### src/rtl/step_clock_gen_pkg.sv
// rtl/step_clock_gen_pkg.sv - shared state encodings and simulation constants for the user-clock generator
package step_clock_gen_pkg;

  typedef enum logic [1:0] {
    S_IDLE    = 2'd0,
    S_STEP_HI = 2'd1,
    S_RUN_HI  = 2'd2,
    S_RUN_LO  = 2'd3
  } state_t;

  localparam int DB_SIM   = 4;
  localparam int HALF_SIM = 3;

  function automatic logic clk_high(input state_t s);
    return (s == S_STEP_HI) || (s == S_RUN_HI);
  endfunction

endpackage

### src/rtl/step_clock_gen_if.sv
// rtl/step_clock_gen_if.sv - button/mode/halt inputs and user-clock outputs of the clock generator
interface step_clock_gen_if #(
  parameter int CW = 16
);
  logic          btn_step;
  logic          run_mode;
  logic          halt;
  logic          clkusr;
  logic          step_pulse;
  logic [CW-1:0] step_count;

  modport master (
    output btn_step, run_mode, halt,
    input  clkusr, step_pulse, step_count
  );

  modport slave (
    input  btn_step, run_mode, halt,
    output clkusr, step_pulse, step_count
  );
endinterface

### src/rtl/step_clock_gen_btn_debounce.sv
// rtl/step_clock_gen_btn_debounce.sv - two-flop synchronizer and debounce for the step button
module btn_debounce #(
  parameter int DB_CYCLES = 20000
) (
  input  logic clk,
  input  logic reset,
  input  logic btn_in,
  output logic btn_rise
);
  localparam int DW = (DB_CYCLES > 1) ? $clog2(DB_CYCLES) : 1;

  logic          sync1_q, sync1_d;
  logic          sync2_q, sync2_d;
  logic          db_q, db_d;
  logic          rise_q, rise_d;
  logic [DW-1:0] cnt_q, cnt_d;

  always_comb begin
    sync1_d = btn_in;
    sync2_d = sync1_q;
    db_d    = db_q;
    cnt_d   = '0;
    rise_d  = 1'b0;
    // Any cycle where the synced level matches the accepted level restarts the count.
    if (sync2_q != db_q) begin
      if (cnt_q == DW'(DB_CYCLES - 1)) begin
        db_d   = sync2_q;
        rise_d = sync2_q;
      end else begin
        cnt_d = cnt_q + 1'b1;
      end
    end
  end

  always_ff @(posedge clk or negedge reset) begin
    if (!reset) begin
      sync1_q <= 1'b0;
      sync2_q <= 1'b0;
      db_q    <= 1'b0;
      rise_q  <= 1'b0;
      cnt_q   <= '0;
    end else begin
      sync1_q <= sync1_d;
      sync2_q <= sync2_d;
      db_q    <= db_d;
      rise_q  <= rise_d;
      cnt_q   <= cnt_d;
    end
  end

  assign btn_rise = rise_q;
endmodule

### src/rtl/step_clock_gen.sv
// rtl/step_clock_gen.sv - single-step / free-run user clock generator with step strobe and edge counter
module step_clock_gen
  import step_clock_gen_pkg::*;
#(
  parameter int DB_CYCLES = 20000,
  parameter int RUN_HALF  = 50,
  parameter int CW        = 16
) (
  input  logic           clk,
  input  logic           reset,
  step_clock_gen_if.slave bus
);
  localparam int PW = (RUN_HALF > 1) ? $clog2(RUN_HALF) : 1;

  logic          btn_rise;
  logic          run1_q, run1_d;
  logic          run_s_q, run_s_d;
  state_t        state_q, state_d;
  logic [PW-1:0] phase_q, phase_d;
  logic          clkusr_q, clkusr_d;
  logic          step_pulse_q, step_pulse_d;
  logic [CW-1:0] step_count_q, step_count_d;
  logic          phase_last;

  btn_debounce #(.DB_CYCLES(DB_CYCLES)) u_debounce (
    .clk      (clk),
    .reset    (reset),
    .btn_in   (bus.btn_step),
    .btn_rise (btn_rise)
  );

  assign phase_last = (phase_q == PW'(RUN_HALF - 1));

  always_comb begin
    run1_d  = bus.run_mode;
    run_s_d = run1_q;
    state_d = state_q;
    phase_d = phase_q;
    case (state_q)
      S_IDLE: begin
        phase_d = '0;
        if (run_s_q && !bus.halt) state_d = S_RUN_HI;
        else if (btn_rise)        state_d = S_STEP_HI;
      end
      S_STEP_HI, S_RUN_HI, S_RUN_LO: begin
        if (phase_last) begin
          phase_d = '0;
          unique case (state_q)
            S_STEP_HI: state_d = S_IDLE;
            S_RUN_HI:  state_d = S_RUN_LO;
            default:   state_d = (run_s_q && !bus.halt) ? S_RUN_HI : S_IDLE;
          endcase
        end else begin
          phase_d = phase_q + 1'b1;
        end
      end
      default: state_d = S_IDLE;
    endcase
    // clkusr is decoded from the next state so it lines up with the state register.
    clkusr_d     = clk_high(state_d);
    step_pulse_d = clkusr_d && !clkusr_q;
    step_count_d = step_count_q + CW'(step_pulse_d);
  end

  always_ff @(posedge clk or negedge reset) begin
    if (!reset) begin
      run1_q       <= 1'b0;
      run_s_q      <= 1'b0;
      state_q      <= S_IDLE;
      phase_q      <= '0;
      clkusr_q     <= 1'b0;
      step_pulse_q <= 1'b0;
      step_count_q <= '0;
    end else begin
      run1_q       <= run1_d;
      run_s_q      <= run_s_d;
      state_q      <= state_d;
      phase_q      <= phase_d;
      clkusr_q     <= clkusr_d;
      step_pulse_q <= step_pulse_d;
      step_count_q <= step_count_d;
    end
  end

  assign bus.clkusr     = clkusr_q;
  assign bus.step_pulse = step_pulse_q;
  assign bus.step_count = step_count_q;
endmodule

### src/flat_wrapper.sv
// flat-port wrapper written by rule: the top's interface ports become plain ports
module step_clock_gen_flat import step_clock_gen_pkg::*;
#(
  parameter int DB_CYCLES = 20000,
  parameter int RUN_HALF  = 50,
  parameter int CW        = 16
)
  (clk, reset, bus_btn_step, bus_run_mode, bus_halt, bus_clkusr, bus_step_pulse, bus_step_count);
  step_clock_gen_if #(.CW(CW)) bus_i ();
  input  logic clk;
  input  logic reset;
  input wire logic [$bits(bus_i.btn_step)-1:0] bus_btn_step;
  input wire logic [$bits(bus_i.run_mode)-1:0] bus_run_mode;
  input wire logic [$bits(bus_i.halt)-1:0] bus_halt;
  output wire logic [$bits(bus_i.clkusr)-1:0] bus_clkusr;
  output wire logic [$bits(bus_i.step_pulse)-1:0] bus_step_pulse;
  output wire logic [$bits(bus_i.step_count)-1:0] bus_step_count;
  assign bus_i.btn_step = bus_btn_step;
  assign bus_i.run_mode = bus_run_mode;
  assign bus_i.halt = bus_halt;
  assign bus_clkusr = bus_i.clkusr;
  assign bus_step_pulse = bus_i.step_pulse;
  assign bus_step_count = bus_i.step_count;
  step_clock_gen #(.DB_CYCLES(DB_CYCLES), .RUN_HALF(RUN_HALF), .CW(CW)) u_core (.clk(clk), .reset(reset), .bus(bus_i));
endmodule
### config.mk
export PLATFORM = sky130hd
export DESIGN_NAME = step_clock_gen_flat
export DESIGN_NICKNAME = d
export VERILOG_FILES = /design/src/rtl/step_clock_gen_pkg.sv /design/src/rtl/step_clock_gen_if.sv /design/src/rtl/step_clock_gen_btn_debounce.sv /design/src/rtl/step_clock_gen.sv /design/src/flat_wrapper.sv
export SDC_FILE = /design/constraint.sdc
export NUM_CORES = 1
export LEC_CHECK = 0
export CORE_UTILIZATION = 42
export CTS_BUF_LIST = sky130_fd_sc_hd__clkbuf_2 sky130_fd_sc_hd__clkbuf_4 sky130_fd_sc_hd__clkbuf_8
export DETAILED_ROUTE_END_ITERATION = 6
export GPL_TIMING_DRIVEN = 0
export HOLD_SLACK_MARGIN = 0.05
export PLACE_DENSITY = 0.73
export RECOVER_POWER = 25
export SETUP_SLACK_MARGIN = 0.02
export SLEW_MARGIN = 20
export SYNTH_ARGS = -nofsm -noshare
export SYNTH_HDL_FRONTEND = slang
export SYNTH_HIERARCHICAL = 1
export SYNTH_SLANG_ARGS = --single-unit
### constraint.sdc
create_clock -name clk -period 4.68 [get_ports clk]
set_clock_uncertainty 0.1 [all_clocks]
set_input_delay 0.468 -clock clk [delete_from_list [all_inputs] [get_ports clk]]
set_output_delay 0.468 -clock clk [all_outputs]
set_load 0.01 [all_outputs]
==> impl_results.md <==
- Status: completed
- Clk Latency, worst-skew pair: 0.30 ns
- Synthesized flop and latch total: 47
- Gr busiest metal: met2
- R2r startpoint: u_core/state_q[1]
- Cell variety after synth: 35
- WL/cell: 12.60 um
- Root Buffer: clkbuf_8
- Post-Route WL: 3591 um
- Final-report setup violation count: 0
- Synth top area cells: dfrtp_1 54%, xor2_1 7.3%, xnor2_1 6.5%, ha_1 4.6%, nor2_1 4.2%
- Met1 Track Usage GR: 21.30%
- Die width: 73.77 um
- Gr ovfl total: 0
- Setup_tns: 0 ns
- DP Cell Count: 277
- Tot GR Track Use: 15.75%
- Core area: 4848 um^2
- Critical path arrival: 3.64 ns
- LEAKAGE: 1.158 nW
- Initial antenna violation count: 0
- Post-CTS Setup Inserts: 0
- Post-Syn Nets: 200
- Pwr dens: 285.0 nW/um^2
- Fin area: 2610 um^2
- Kind of critical path: flip-flop to flip-flop
- GR Util met2: 24.16%
- Post-synth top cells: 47 x dfrtp_1, 24 x nor2_1, 18 x xor2_1
- Hpwl dp: 2524 um
- Die area: 5442 um^2
- CTS tree: done
- Share of the synthesized area in the top cell type: 54.37%
- Yosys warnings: 6
- Startpoint Class: flip-flop
- CTS Sinks: 47
- Syn Area/Cell: 11.57 um^2
- CTS Hold Bufs: 0
- FMAX: 0.2841 GHz
- Drt via density: 4.940
- Initial drt markers: 132
- Asr flop ratio synth: 100.0%
- Gpl congestion: 0.7669
- Largest net degree at the start of global routing: 27
- Via Count: 1408
- Antenna viol nets, final: 0
- Hold path start: u_core/run1_q
- First-pass GRT wire length: 6417 um
- Mapped Cells: 187
- Hold Fails Final Rpt: 0
- Layout cells sized above 1: 9.174%
- Number of global-route vias before repair: 1410
- Clk slew on worst S/H paths: 0.09 ns
- WHS Path Cells: 0
- Ports: 23
- Fin cells: 285
- Count leader, synth: dfrtp_1
- Resized cells post-CTS: 0
- Final Critical Period: 3.520 ns
- N_diodes: 0
- Final core utilization: 53.83%
- Area growth, synth to finish: 20.65%
- Actual slew at the worst max-slew pin: 1.482 ns
- Fin. max-slew vios: 0
- Port bufs: 22
- Die height: 73.77 um
- CTS H-tree lvls: 2
- Max-capacitance violation count: 0
- Starting density of the core: 44.62%
- Cell area after synthesis: 2163 um^2
- Register area share after synthesis: 54.37%
- DR DRC count: 0
- Worst setup EP type: flip-flop
- Post-synth EDFFs: 0
- Nets: 230
- Area leader, netlist: dfrtp_1
- Worst VDD drop: 188.3 uV
- Buffers from clock root to sink, at most: 2
- Worst relative slew slack: 1.196%
- Worst hold-check path type: flip-flop to flip-flop
- TritonCTS buffer count: 5
- Worst EP required: 4.80 ns
- Max Fanout on Critical Path: 5
- Dominant synthesized flop cell: dfrtp_1
- Worst setup path startpoint: u_core/state_q[1]
- Flop2flop setup slack: 1.16 ns
- Met3 usage: 2.881%
- Pre-antenna DRT Iters: 4
- Placed cell areas: 2490 um^2
- Cell depth of the worst flop-to-flop path: 11
- FP Rows: 25
- Fin crit share: 75.22%
- RSZ-0062 raised after global routing: false
-- power breakdown --
group / switching (mW) / internal (mW) / leakage, nW
Clock: 0.135 / 0.176 / 0.0618
Combinational: 0.0127 / 0.00810 / 0.491
Sequential: 0.00294 / 0.410 / 0.606
-- per-stage QoR --
step           worst slack (ns)  power [mW]  hold slack (ns)
2_1_floorplan             1.583      0.4264          0.07241
3_3_place_gp              1.040      0.4396           0.2337
3_5_place_dp             0.9792      0.4428           0.2347
4_1_cts                   1.132      0.7543          0.09416
5_1_grt                  0.8581      0.7750           0.2779
6_report                  1.160      0.7438           0.2548
-- kinds of logic after synthesis --
group | count (synthesis) | share of synthesized area, %
AND/OR/NAND/NOR | 79 | 20.94
flip-flops | 47 | 54.37
XOR/XNOR | 34 | 13.76
buffers and inverters | 10 | 2.487
adder cells (fa/ha/maj) | 8 | 4.627
AO/OA/AOI/OAI | 7 | 2.661
multiplexers | 2 | 1.157
-- worst paths after layout --
path,to
max in group asynchronous,u_core/bus.step_count[12]
min in group asynchronous,u_core/bus.step_count[3]
min,u_core/run_s_q
max reg2reg,u_core/bus.step_count[11]
min reg2reg,u_core/run_s_q
max,u_core/bus.step_count[11]
-- critical path: stages (launching register included) --
cell and delay, ns:
dfrtp_1 0.40, inv_1 0.07, ha_1 0.28, or3b_2 0.44
a2111o_1 0.41, o211a_1 0.18, mux2i_1 0.32, ha_1 0.29
nand3_1 0.12, nor3_1 0.45, and3_1 0.24, xor2_1 0.14
-- layout make-up --
class	instances	area (um^2)
Clock buffer	6	82.58
Fill cell	427	2238
Tap cell	67	83.83
Clock inverter	2	38.79
Timing Repair Buffer	23	241.5
Buffer	3	27.53
Inverter	7	26.28
Sequential cell	47	1176
Multi-Input combinational cell	130	933.4
-- cells in the final DEF, fill, tap and decap left out, types with 2 or more instances in the layout --
cell / Yosys / routed
and3_1: 5 / 5
nor2_1: 24 / 24
nor3_1: 2 / 2
nand3_1: 13 / 13
nand4_1: 7 / 7
and4_1: 4 / 4
ha_1: 8 / 8
xnor2_1: 16 / 16
xor2_1: 18 / 18
clkdlybuf4s50_1: 0 / 19
nand2_1: 12 / 12
inv_1: 7 / 7
clkbuf_8: 0 / 6
buf_6: 2 / 2
dfrtp_1: 47 / 47
dlygate4sd3_1: 0 / 2
-- flip-flops by register name, indices dropped and copies added (netlist names) --
signal	flops
u_core/bus.clkusr	1
u_core/bus.step_count	16
u_core/bus.step_pulse	1
u_core/phase_q	6
u_core/run1_q	1
u_core/run_s_q	1
u_core/state_q	2
u_core/u_debounce/btn_rise	1
u_core/u_debounce/cnt_q	15
u_core/u_debounce/db_q	1
u_core/u_debounce/sync1_q	1
u_core/u_debounce/sync2_q	1
-- layer usage --
layer / vias to the layer above / wire length (um)
met5: - / 0
met4: 0 / 40
met1: 689 / 1735
li1: 696 / -
met2: 19 / 1713
met3: 4 / 101
No activity file was read; power rests on OpenSTA's default activity.
